==> config.mk <==
export PLATFORM = sky130hd
export DESIGN_NAME = tlb_op_ctrl_flat
export DESIGN_NICKNAME = d
export VERILOG_FILES = /design/src/rtl/tlb_op_ctrl_if.sv /design/src/rtl/tlb_op_ctrl.sv /design/src/flat_wrapper.sv
export SDC_FILE = /design/constraint.sdc
export NUM_CORES = 1
export LEC_CHECK = 0
export BUFFER_PORTS_ARGS = -buffer_cell sky130_fd_sc_hd__clkbuf_2
export CORE_AREA = 10 10 140 142
export DETAILED_ROUTE_END_ITERATION = 8
export DIE_AREA = 0 0 150 152
export PLACE_DENSITY = 0.75
export SLEW_MARGIN = 15
export SYNTH_ARGS = -nofsm -noshare
export SYNTH_HDL_FRONTEND = slang
export SYNTH_SLANG_ARGS = --single-unit
==> constraint.sdc <==
create_clock -name clk -period 2.3 [get_ports clk]
set_input_delay 0.115 -clock clk [delete_from_list [all_inputs] [get_ports clk]]
set_output_delay 0.115 -clock clk [all_outputs]
set_load 0.005 [all_outputs]
==> src/rtl/tlb_op_ctrl_if.sv <==
`default_nettype none
// ============================================================================
// Module      : tlb_op_ctrl_if
// Description : Op-request / response bundle between the CP0/WB stage and the
//               TLB op controller. Also carries the Random counter value back
//               to CP0.
//               master : CP0 side (issues ops, accepts responses)
//               slave  : controller side (accepts ops, returns responses)
//               Port summary:
//                 op_valid/op_ready/op_code/op_cancel  request handshake
//                 op_index, op_vpn2/op_asid/op_g,
//                 op_pfn0/c0/d0/v0, op_pfn1/c1/d1/v1   CP0 operands
//                 res_valid/res_ready/res_op           response handshake
//                 res_miss/res_index                   TLBP result
//                 res_vpn2 .. res_v1                   TLBR data
//                 random                               current Random value
// Revision    : 1.0 - initial release
// ============================================================================
interface tlb_op_ctrl_if #(
  parameter int TLBNUM = 16
) ();
  localparam int IW = $clog2(TLBNUM);

  // Request
  logic          op_valid;
  logic          op_ready;
  logic [1:0]    op_code;
  logic          op_cancel;
  logic [IW-1:0] op_index;
  logic [18:0]   op_vpn2;
  logic [7:0]    op_asid;
  logic          op_g;
  logic [19:0]   op_pfn0;
  logic [2:0]    op_c0;
  logic          op_d0;
  logic          op_v0;
  logic [19:0]   op_pfn1;
  logic [2:0]    op_c1;
  logic          op_d1;
  logic          op_v1;

  // Response
  logic          res_valid;
  logic          res_ready;
  logic [1:0]    res_op;
  logic          res_miss;
  logic [IW-1:0] res_index;
  logic [18:0]   res_vpn2;
  logic [7:0]    res_asid;
  logic          res_g;
  logic [19:0]   res_pfn0;
  logic [2:0]    res_c0;
  logic          res_d0;
  logic          res_v0;
  logic [19:0]   res_pfn1;
  logic [2:0]    res_c1;
  logic          res_d1;
  logic          res_v1;

  logic [IW-1:0] random;

  modport master (
    output op_valid, op_code, op_cancel, op_index, op_vpn2, op_asid, op_g,
           op_pfn0, op_c0, op_d0, op_v0, op_pfn1, op_c1, op_d1, op_v1,
           res_ready,
    input  op_ready, res_valid, res_op, res_miss, res_index,
           res_vpn2, res_asid, res_g, res_pfn0, res_c0, res_d0, res_v0,
           res_pfn1, res_c1, res_d1, res_v1, random
  );

  modport slave (
    input  op_valid, op_code, op_cancel, op_index, op_vpn2, op_asid, op_g,
           op_pfn0, op_c0, op_d0, op_v0, op_pfn1, op_c1, op_d1, op_v1,
           res_ready,
    output op_ready, res_valid, res_op, res_miss, res_index,
           res_vpn2, res_asid, res_g, res_pfn0, res_c0, res_d0, res_v0,
           res_pfn1, res_c1, res_d1, res_v1, random
  );
endinterface
`default_nettype wire

==> src/rtl/tlb_op_ctrl.sv <==
`default_nettype none
// ============================================================================
// Module      : tlb_op_ctrl
// Description : Sequences CP0 TLB instructions (TLBP, TLBR, TLBWI, TLBWR) onto
//               the TLB search port 1, read port and write port. One op at a
//               time: IDLE (accept) -> EXEC (drive TLB, 1 cycle) -> RESP
//               (hold registered result until taken). Owns the Random counter.
//               Port summary:
//                 clk, resetn        clock, async active-low reset
//                 op_if (slave)      op request / response / random
//                 s1_*               TLB search port 1 (odd_page tied 0)
//                 r_index, r_*       TLB read port
//                 we, w_index, w_*   TLB write port
// Revision    : 1.0 - initial release
// ============================================================================
module tlb_op_ctrl #(
  parameter  int TLBNUM = 16,
  localparam int IW     = $clog2(TLBNUM)
) (
  input  logic          clk,
  input  logic          resetn,
  tlb_op_ctrl_if.slave  op_if,
  // search port 1
  output logic [18:0]   s1_vpn2,
  output logic          s1_odd_page,
  output logic [7:0]    s1_asid,
  input  logic          s1_found,
  input  logic [IW-1:0] s1_index,
  // read port
  output logic [IW-1:0] r_index,
  input  logic [18:0]   r_vpn2,
  input  logic [7:0]    r_asid,
  input  logic          r_g,
  input  logic [19:0]   r_pfn0,
  input  logic [2:0]    r_c0,
  input  logic          r_d0,
  input  logic          r_v0,
  input  logic [19:0]   r_pfn1,
  input  logic [2:0]    r_c1,
  input  logic          r_d1,
  input  logic          r_v1,
  // write port
  output logic          we,
  output logic [IW-1:0] w_index,
  output logic [18:0]   w_vpn2,
  output logic [7:0]    w_asid,
  output logic          w_g,
  output logic [19:0]   w_pfn0,
  output logic [2:0]    w_c0,
  output logic          w_d0,
  output logic          w_v0,
  output logic [19:0]   w_pfn1,
  output logic [2:0]    w_c1,
  output logic          w_d1,
  output logic          w_v1
);

  localparam logic [1:0] OP_TLBP  = 2'b00;
  localparam logic [1:0] OP_TLBR  = 2'b01;
  localparam logic [1:0] OP_TLBWI = 2'b10;
  localparam logic [1:0] OP_TLBWR = 2'b11;

  localparam logic [IW-1:0] RANDOM_INIT = IW'(TLBNUM - 1);

  typedef enum logic [1:0] {
    ST_IDLE = 2'd0,
    ST_EXEC = 2'd1,
    ST_RESP = 2'd2
  } state_t;

  // One TLB entry worth of fields, in the same order everywhere it is packed.
  typedef struct packed {
    logic [18:0] vpn2;
    logic [7:0]  asid;
    logic        g;
    logic [19:0] pfn0;
    logic [2:0]  c0;
    logic        d0;
    logic        v0;
    logic [19:0] pfn1;
    logic [2:0]  c1;
    logic        d1;
    logic        v1;
  } entry_t;

  state_t        state_q,     state_d;
  logic [1:0]    opc_q,       opc_d;
  entry_t        opnd_q,      opnd_d;
  logic [IW-1:0] r_index_q,   r_index_d;
  logic [IW-1:0] w_index_q,   w_index_d;
  logic [IW-1:0] random_q,    random_d;
  entry_t        res_q,       res_d;
  logic          res_miss_q,  res_miss_d;
  logic [IW-1:0] res_index_q, res_index_d;
  logic [1:0]    res_op_q,    res_op_d;

  entry_t op_ent;
  entry_t r_ent;

  assign op_ent = {op_if.op_vpn2, op_if.op_asid, op_if.op_g,
                   op_if.op_pfn0, op_if.op_c0, op_if.op_d0, op_if.op_v0,
                   op_if.op_pfn1, op_if.op_c1, op_if.op_d1, op_if.op_v1};

  assign r_ent  = {r_vpn2, r_asid, r_g,
                   r_pfn0, r_c0, r_d0, r_v0,
                   r_pfn1, r_c1, r_d1, r_v1};

  // --------------------------------------------------------------------------
  // State / operand / result registers
  // --------------------------------------------------------------------------
  always_ff @(posedge clk or negedge resetn) begin
    if (!resetn) begin
      state_q     <= ST_IDLE;
      opc_q       <= '0;
      opnd_q      <= '0;
      r_index_q   <= '0;
      w_index_q   <= '0;
      random_q    <= RANDOM_INIT;
      res_q       <= '0;
      res_miss_q  <= 1'b0;
      res_index_q <= '0;
      res_op_q    <= '0;
    end else begin
      state_q     <= state_d;
      opc_q       <= opc_d;
      opnd_q      <= opnd_d;
      r_index_q   <= r_index_d;
      w_index_q   <= w_index_d;
      random_q    <= random_d;
      res_q       <= res_d;
      res_miss_q  <= res_miss_d;
      res_index_q <= res_index_d;
      res_op_q    <= res_op_d;
    end
  end

  // --------------------------------------------------------------------------
  // Next-state and datapath
  // --------------------------------------------------------------------------
  always_comb begin
    state_d     = state_q;
    opc_d       = opc_q;
    opnd_d      = opnd_q;
    r_index_d   = r_index_q;
    w_index_d   = w_index_q;
    res_d       = res_q;
    res_miss_d  = res_miss_q;
    res_index_d = res_index_q;
    res_op_d    = res_op_q;
    // TLBNUM is a power of two, so the natural wrap takes 0 to TLBNUM-1.
    random_d    = random_q - 1'b1;

    unique case (state_q)
      ST_IDLE: begin
        if (op_if.op_valid && !op_if.op_cancel) begin
          opc_d     = op_if.op_code;
          opnd_d    = op_ent;
          r_index_d = op_if.op_index;
          // TLBWR targets the Random value seen in the accept cycle,
          // i.e. before this cycle's decrement lands.
          w_index_d = (op_if.op_code == OP_TLBWR) ? random_q : op_if.op_index;
          state_d   = ST_EXEC;
        end
      end

      ST_EXEC: begin
        if (op_if.op_cancel) begin
          state_d = ST_IDLE;
        end else begin
          res_op_d = opc_q;
          case (opc_q)
            OP_TLBP: begin
              res_miss_d  = !s1_found;
              res_index_d = s1_found ? s1_index : '0;
            end
            OP_TLBR: begin
              res_d = r_ent;
            end
            default: begin
              // writes only report their op code
            end
          endcase
          state_d = ST_RESP;
        end
      end

      ST_RESP: begin
        // Cancel drops the response even if it is being accepted.
        if (op_if.op_cancel || op_if.res_ready) begin
          state_d = ST_IDLE;
        end
      end

      default: begin
        state_d = ST_IDLE;
      end
    endcase
  end

  // --------------------------------------------------------------------------
  // Outputs
  // --------------------------------------------------------------------------
  assign op_if.op_ready  = (state_q == ST_IDLE);
  assign op_if.res_valid = (state_q == ST_RESP);
  assign op_if.res_op    = res_op_q;
  assign op_if.res_miss  = res_miss_q;
  assign op_if.res_index = res_index_q;
  assign op_if.random    = random_q;

  assign {op_if.res_vpn2, op_if.res_asid, op_if.res_g,
          op_if.res_pfn0, op_if.res_c0, op_if.res_d0, op_if.res_v0,
          op_if.res_pfn1, op_if.res_c1, op_if.res_d1, op_if.res_v1} = res_q;

  assign s1_vpn2     = opnd_q.vpn2;
  assign s1_asid     = opnd_q.asid;
  assign s1_odd_page = 1'b0;
  assign r_index     = r_index_q;
  assign w_index     = w_index_q;

  assign {w_vpn2, w_asid, w_g,
          w_pfn0, w_c0, w_d0, w_v0,
          w_pfn1, w_c1, w_d1, w_v1} = opnd_q;

  // Decoded from registered state so an async reset drops it immediately;
  // cancel in the same cycle suppresses the write.
  assign we = (state_q == ST_EXEC) && (opc_q == OP_TLBWI || opc_q == OP_TLBWR)
              && !op_if.op_cancel;

endmodule
`default_nettype wire

==> src/flat_wrapper.sv <==
// flat-port wrapper written by rule: the top's interface ports become plain ports
module tlb_op_ctrl_flat 
#(
  parameter  int TLBNUM = 16,
  localparam int IW     = $clog2(TLBNUM)
)
  (clk, resetn, s1_vpn2, s1_odd_page, s1_asid, s1_found, s1_index, r_index, r_vpn2, r_asid, r_g, r_pfn0, r_c0, r_d0, r_v0, r_pfn1, r_c1, r_d1, r_v1, we, w_index, w_vpn2, w_asid, w_g, w_pfn0, w_c0, w_d0, w_v0, w_pfn1, w_c1, w_d1, w_v1, op_if_op_valid, op_if_op_code, op_if_op_cancel, op_if_op_index, op_if_op_vpn2, op_if_op_asid, op_if_op_g, op_if_op_pfn0, op_if_op_c0, op_if_op_d0, op_if_op_v0, op_if_op_pfn1, op_if_op_c1, op_if_op_d1, op_if_op_v1, op_if_res_ready, op_if_op_ready, op_if_res_valid, op_if_res_op, op_if_res_miss, op_if_res_index, op_if_res_vpn2, op_if_res_asid, op_if_res_g, op_if_res_pfn0, op_if_res_c0, op_if_res_d0, op_if_res_v0, op_if_res_pfn1, op_if_res_c1, op_if_res_d1, op_if_res_v1, op_if_random);
  tlb_op_ctrl_if #(.TLBNUM(TLBNUM)) op_if_i ();
  input  logic clk;
  input  logic resetn;
  output logic [18:0] s1_vpn2;
  output logic s1_odd_page;
  output logic [7:0] s1_asid;
  input  logic s1_found;
  input  logic [IW-1:0] s1_index;
  output logic [IW-1:0] r_index;
  input  logic [18:0] r_vpn2;
  input  logic [7:0] r_asid;
  input  logic r_g;
  input  logic [19:0] r_pfn0;
  input  logic [2:0] r_c0;
  input  logic r_d0;
  input  logic r_v0;
  input  logic [19:0] r_pfn1;
  input  logic [2:0] r_c1;
  input  logic r_d1;
  input  logic r_v1;
  output logic we;
  output logic [IW-1:0] w_index;
  output logic [18:0] w_vpn2;
  output logic [7:0] w_asid;
  output logic w_g;
  output logic [19:0] w_pfn0;
  output logic [2:0] w_c0;
  output logic w_d0;
  output logic w_v0;
  output logic [19:0] w_pfn1;
  output logic [2:0] w_c1;
  output logic w_d1;
  output logic w_v1;
  input wire logic [$bits(op_if_i.op_valid)-1:0] op_if_op_valid;
  input wire logic [$bits(op_if_i.op_code)-1:0] op_if_op_code;
  input wire logic [$bits(op_if_i.op_cancel)-1:0] op_if_op_cancel;
  input wire logic [$bits(op_if_i.op_index)-1:0] op_if_op_index;
  input wire logic [$bits(op_if_i.op_vpn2)-1:0] op_if_op_vpn2;
  input wire logic [$bits(op_if_i.op_asid)-1:0] op_if_op_asid;
  input wire logic [$bits(op_if_i.op_g)-1:0] op_if_op_g;
  input wire logic [$bits(op_if_i.op_pfn0)-1:0] op_if_op_pfn0;
  input wire logic [$bits(op_if_i.op_c0)-1:0] op_if_op_c0;
  input wire logic [$bits(op_if_i.op_d0)-1:0] op_if_op_d0;
  input wire logic [$bits(op_if_i.op_v0)-1:0] op_if_op_v0;
  input wire logic [$bits(op_if_i.op_pfn1)-1:0] op_if_op_pfn1;
  input wire logic [$bits(op_if_i.op_c1)-1:0] op_if_op_c1;
  input wire logic [$bits(op_if_i.op_d1)-1:0] op_if_op_d1;
  input wire logic [$bits(op_if_i.op_v1)-1:0] op_if_op_v1;
  input wire logic [$bits(op_if_i.res_ready)-1:0] op_if_res_ready;
  output wire logic [$bits(op_if_i.op_ready)-1:0] op_if_op_ready;
  output wire logic [$bits(op_if_i.res_valid)-1:0] op_if_res_valid;
  output wire logic [$bits(op_if_i.res_op)-1:0] op_if_res_op;
  output wire logic [$bits(op_if_i.res_miss)-1:0] op_if_res_miss;
  output wire logic [$bits(op_if_i.res_index)-1:0] op_if_res_index;
  output wire logic [$bits(op_if_i.res_vpn2)-1:0] op_if_res_vpn2;
  output wire logic [$bits(op_if_i.res_asid)-1:0] op_if_res_asid;
  output wire logic [$bits(op_if_i.res_g)-1:0] op_if_res_g;
  output wire logic [$bits(op_if_i.res_pfn0)-1:0] op_if_res_pfn0;
  output wire logic [$bits(op_if_i.res_c0)-1:0] op_if_res_c0;
  output wire logic [$bits(op_if_i.res_d0)-1:0] op_if_res_d0;
  output wire logic [$bits(op_if_i.res_v0)-1:0] op_if_res_v0;
  output wire logic [$bits(op_if_i.res_pfn1)-1:0] op_if_res_pfn1;
  output wire logic [$bits(op_if_i.res_c1)-1:0] op_if_res_c1;
  output wire logic [$bits(op_if_i.res_d1)-1:0] op_if_res_d1;
  output wire logic [$bits(op_if_i.res_v1)-1:0] op_if_res_v1;
  output wire logic [$bits(op_if_i.random)-1:0] op_if_random;
  assign op_if_i.op_valid = op_if_op_valid;
  assign op_if_i.op_code = op_if_op_code;
  assign op_if_i.op_cancel = op_if_op_cancel;
  assign op_if_i.op_index = op_if_op_index;
  assign op_if_i.op_vpn2 = op_if_op_vpn2;
  assign op_if_i.op_asid = op_if_op_asid;
  assign op_if_i.op_g = op_if_op_g;
  assign op_if_i.op_pfn0 = op_if_op_pfn0;
  assign op_if_i.op_c0 = op_if_op_c0;
  assign op_if_i.op_d0 = op_if_op_d0;
  assign op_if_i.op_v0 = op_if_op_v0;
  assign op_if_i.op_pfn1 = op_if_op_pfn1;
  assign op_if_i.op_c1 = op_if_op_c1;
  assign op_if_i.op_d1 = op_if_op_d1;
  assign op_if_i.op_v1 = op_if_op_v1;
  assign op_if_i.res_ready = op_if_res_ready;
  assign op_if_op_ready = op_if_i.op_ready;
  assign op_if_res_valid = op_if_i.res_valid;
  assign op_if_res_op = op_if_i.res_op;
  assign op_if_res_miss = op_if_i.res_miss;
  assign op_if_res_index = op_if_i.res_index;
  assign op_if_res_vpn2 = op_if_i.res_vpn2;
  assign op_if_res_asid = op_if_i.res_asid;
  assign op_if_res_g = op_if_i.res_g;
  assign op_if_res_pfn0 = op_if_i.res_pfn0;
  assign op_if_res_c0 = op_if_i.res_c0;
  assign op_if_res_d0 = op_if_i.res_d0;
  assign op_if_res_v0 = op_if_i.res_v0;
  assign op_if_res_pfn1 = op_if_i.res_pfn1;
  assign op_if_res_c1 = op_if_i.res_c1;
  assign op_if_res_d1 = op_if_i.res_d1;
  assign op_if_res_v1 = op_if_i.res_v1;
  assign op_if_random = op_if_i.random;
  tlb_op_ctrl #(.TLBNUM(TLBNUM)) u_core (.clk(clk), .resetn(resetn), .op_if(op_if_i), .s1_vpn2(s1_vpn2), .s1_odd_page(s1_odd_page), .s1_asid(s1_asid), .s1_found(s1_found), .s1_index(s1_index), .r_index(r_index), .r_vpn2(r_vpn2), .r_asid(r_asid), .r_g(r_g), .r_pfn0(r_pfn0), .r_c0(r_c0), .r_d0(r_d0), .r_v0(r_v0), .r_pfn1(r_pfn1), .r_c1(r_c1), .r_d1(r_d1), .r_v1(r_v1), .we(we), .w_index(w_index), .w_vpn2(w_vpn2), .w_asid(w_asid), .w_g(w_g), .w_pfn0(w_pfn0), .w_c0(w_c0), .w_d0(w_d0), .w_v0(w_v0), .w_pfn1(w_pfn1), .w_c1(w_c1), .w_d1(w_d1), .w_v1(w_v1));
endmodule
Word level (Yosys, flattened, before mapping)

Index checks and enable logic that the tools add are counted.

Register bits: 179
Bits of input ports: 172
Output and inout port bits: 206
Logic and storage cells: 60

$add $sub $neg: 1
Equality and inequality tests: 8
Mux-type cells: 6
Bitwise gates (word level): 1
Reduce and logical (&&, ||, !) cells: 14

Operators by type and width:

| operator                                                              | number |
|---|---|
| 2-bit equality test, second input constant                            | 4 |
| 4-bit two-way mux                                                     | 2 |
| 2-bit two-way mux                                                     | 3 |
| 2-bit one-hot mux with 3 select lines                                 | 1 |
| 2-bit AND reduction                                                   | 3 |
| 3-bit AND reduction                                                   | 2 |
| 2-bit by 1-bit equality test with 1-bit output, second input constant | 2 |
| 2-bit logical NOT                                                     | 2 |
| 2-bit by 1-bit != test with 1-bit output, second input constant       | 2 |
| 4-bit by 1-bit subtractor with 4-bit output, second input constant    | 1 |
| 1-bit logical AND                                                     | 3 |
| 1-bit logical NOT                                                     | 2 |
| 1-bit logical OR                                                      | 2 |
| 1-bit NOT                                                             | 1 |

Longest topological paths before layout

Depth in word-level cells: 4
Gate-level depth with buffers: 5
Depth with buffers taken out: 3

Worst setup path after synthesis

Ideal clock, no wire load.

Kind: reg-to-reg
Start: register u_core.state_q[1]
End: register u_core.r_index_q[0], in the netlist u_core.r_index[0]
Arrival time: 1.511 ns
Required time: 2.175 ns
Slack: 0.665 ns
Cell stages (with the launch flop): 5
Period minus slack after synthesis: 1.635 ns
Cell sequence: dfrtp_1 nor4b_2 buf_2 buf_2 mux2_2

Longest elaborated chain between the ends: 2

RTL lines:

| what                                 | RTL line           | RTL |
|---|---|---|
| start, declared                      | tlb_op_ctrl.sv:86  | `state_t state_q, state_d;` |
| start signal, assigned               | tlb_op_ctrl.sv:124 | `state_q <= state_d;` |
| 2-bit logical NOT                    | tlb_op_ctrl.sv:153 | `unique case (state_q)` |
| 2-bit AND reduction (no source line) | n/a                |  |
| end signal, assigned                 | tlb_op_ctrl.sv:127 | `r_index_q <= r_index_d;` |
| end, declared                        | tlb_op_ctrl.sv:89  | `logic [IW-1:0] r_index_q, r_index_d;` |

Every way passes these cells.
A chain may end at the register's enable or synchronous reset.

Worst setup path after layout

Start: register u_core.state_q[1]
End: register u_core.res_q, in the netlist u_core.op_if.res_pfn1[7]

Longest elaborated chain between the ends: 2

RTL lines:

| what                                           | RTL line           | RTL |
|---|---|---|
| 2-bit by 1-bit equality test with 1-bit output | tlb_op_ctrl.sv:153 |  |
| 3-bit AND reduction (no source line)           | n/a                |  |
| end signal, assigned                           | tlb_op_ctrl.sv:130 | `res_q <= res_d;` |
| end, declared                                  | tlb_op_ctrl.sv:92  | `entry_t res_q, res_d;` |

Every way passes these cells.

==> reports/metrics.yaml <==
outcome:
  status: "completed"
power:
  p_int_mw: 7.30
  combPwrFrac_pct: 28.0
  irDropWorstVdd_uv: 520
  pwr-share-clk_pct: 27.1
  p_per_area_mw_per_mm2: 927
  switching_power_mw: 3.11
  total_leakage_power_nw: 5.68
  p_seq_share_pct: 45.0
  sw_frac_of_total_pct: 29.9
die:
  rows: 48
  core_area_sq_mm: 0.0169
  fp.dieW_microns: 150
  die_h_microns: 152
  initial_core_util_pct: 41.0
  die-area_sq_mm: 0.0228
  pin_count: 378
routing:
  wl_per_cell_microns: 19.2
  drcViolationCount: 0
  drt-met1-wl_mm: 7.83
  wl_mm: 23.0
  viasPerCell: 4.63
  top_layer_used: "met4"
  drt_iter0_markers: 189
  via_count: 5565
  drtPass1Iterations: 4
  wl_met3_mm: 1.95
  dr_wl_met2_mm: 12.6
  antenna_left: 0
setup_path:
  cp-end-kind: "flip-flop"
  crit_arrival_ns: 2.22
  worstSetupPathType: "flip-flop to flip-flop"
  critPathRequiredTime_ns: 2.60
  path_max_fanout: 41
  worstSetupStartpointType: "flip-flop"
cts:
  cts_buffers: 17
  clk_pin_slew_ns: 0.08
  clock_latency_ns: 0.42
  cts_root_buf: "clkbuf_16"
  cts_buffer_depth: 2
  cts_sinks: 179
  cts_tree: "built"
  htree_levels: 4
timing:
  max_slew.worst_pin.slew_ns: 0.700
  slew_headroom_pct: 52.9
  clock_skew_ns: 0.0101
  period_needed_ns: 1.92
  rsz0062_at_grt: "false"
  fmax_mhz: 522
  hold_viol: 0
  fin_crit_sh_pct: 83.3
  finalWorstSetupSlack_ns: 0.384
  tns_ns: 0
  setup-violations-final: 0
  maxSlewViolCount: 0
layout:
  syn2layout_area_growth_pct: 61.7
  mostFrequentLayoutCells: "375 x clkbuf_2, 175 x dfrtp_1, 173 x dlygate4sd3_1"
  layout_commonest_cell: "clkbuf_2"
  drive_gt1_share_pct: 57.9
  finalNetCount: 1135
global_route:
  antenna_found_initial: 2
  gr-total-overflow: 0
  grt_max_degree: 94
  grt.total_usage_pct: 20.0
  grt_pass1_vias: 6347
  grt_pass1_wl_mm: 35.8
yosys:
  yosysSeqAreaShare_pct: 64.5
  yosysTopAreaCellShare_pct: 63.0
  synth_cell_types: 23
  yosysWarnings: 0
  synth-seq-cells: 179
  syn_nets: 607
  synth.top_cells.by_area: "dfrtp_1 63%, mux2_2 23%, mux2_1 3.2%"
  syn_inst: 434
  synth.avg_cell_area_sq_um: 16.0
  synth_area_sq_mm: 0.00695
  yosysTopAreaCell: "dfrtp_1"
hold_path:
  hold_path.class: "primary input to asynchronous set/reset pin"
placed_design:
  hpwlAfterDp_mm: 15.5
  port-buffer-count: 376
  gp_congestion: 0.778
  dpl_worst_slack_ns: 0.399
flow_run:
  maxCapViolations: 0
[cell usage after synthesis (all sizes together)]
cell    instances
a21oi           5
and2            1
buf            46
conb            1
dfrtp         175
dfstp           4
ha              1
inv             8
mux2          164
mux2i           9
nand2           5
nand2b          2
nand3b          1
nor2            5
nor2b           1
nor3            1
nor3b           1
nor4            1
nor4b           1
xor2            2
[critical path, cell delays in order (launching register included)]
cell      delay [ns]
dfrtp_1         0.47
nor3b_4         0.33
nand3b_4        0.26
buf_12          0.26
buf_4           0.18
mux2_2          0.27
[registers in the layout (all words and copies together) (netlist names), 2 cells and up]
signal	flops
u_core.w_c1	3
u_core.s1_vpn2	19
u_core.op_if.res_c0	3
u_core.op_if.res_index	4
u_core.w_pfn1	20
u_core.op_if.res_pfn0	20
u_core.w_index	4
u_core.s1_asid	8
u_core.op_if.res_c1	3
u_core.w_pfn0	20
u_core.op_if.random	4
u_core.w_c0	3
u_core.op_if.res_asid	8
u_core.op_if.res_op	2
u_core.op_if.res_pfn1	20
u_core.state_q	2
u_core.r_index	4
u_core.opc_q	2
u_core.op_if.res_vpn2	19
[power groups by stage]
stage                     sequential (mW)  combinational [mW]  clock, mW
after CTS                            4.66                2.91       2.87
after global routing                 4.81                3.15       3.00
after floorplan                      4.75                1.06          0
after global placement               4.66                2.60          0
after detailed placement             4.71                2.66          0
final                                4.68                2.91       2.82
[logic make-up after synthesis]
kind of cell,synth area share [%]
simple gates,1.80
flops,64.5
mux,27.9
other cells,0.0540
buf+inv,4.97
fa+ha+maj,0.180
xor+xnor,0.252
compound gates,0.360
[final timing paths]
path / slack [ns] / to / depth (start not counted) / startpoint
setup / recovery: 0.38 / u_core.op_if.res_pfn1[7] / 5 / u_core.state_q[1]
hold / removal: 0.05 / u_core.w_pfn1[10] / 2 / resetn
setup reg to reg: 0.38 / u_core.op_if.res_pfn1[7] / 5 / u_core.state_q[1]
hold reg to reg: 0.49 / u_core.op_if.res_asid[0] / 1 / u_core.op_if.res_asid[0]
max in group asynchronous: 1.56 / u_core.op_if.res_vpn2[2] / 3 / resetn
min in group clk: 0.16 / u_core.op_if.res_index[2] / 3 / op_if_op_cancel
[layout make-up]
cell class                 instances  area (sq um)
fill                            1185          5700
sequential                       179          4480
timing repair buffer             555          3730
multi-input combinational        201          2140
clock buffer                      20           457
tap                              225           282
clock inverter                    12           113
inverter                           8          30.0
antenna                            2          5.00
[per-stage QoR]
step                instance area, sq um  power (mW)  utilization (%)  hold slack (ns)  instances
CTS                                11200        10.4             66.3           0.0304       1200
floorplan                           6950        5.80                -           -0.181        434
global route                       11200        11.0             66.3           0.0351       1202
finish                             11200        10.4             66.3           0.0538       1202
detailed placement                  8930        7.38             52.7          -0.0948        995
global placement                    8930        7.26             52.7          -0.0936        995
[per-layer routing]
metal,up-vias,track usage [%]
li1,2525,-
met1,2754,19.8
met2,238,36.4
met3,48,7.37
met4,0,8.06
met5,-,0
[repair_timing]
| action | in CTS | in global routing |
|---|---|---|
| hold buffers | 173 | 0 |
| buffers inserted | 0 | 0 |
| gates resized for setup | 0 | 0 |
| endpoints found under the hold margin | 343 | 0 |
Power figures use the tool's default switching activity.
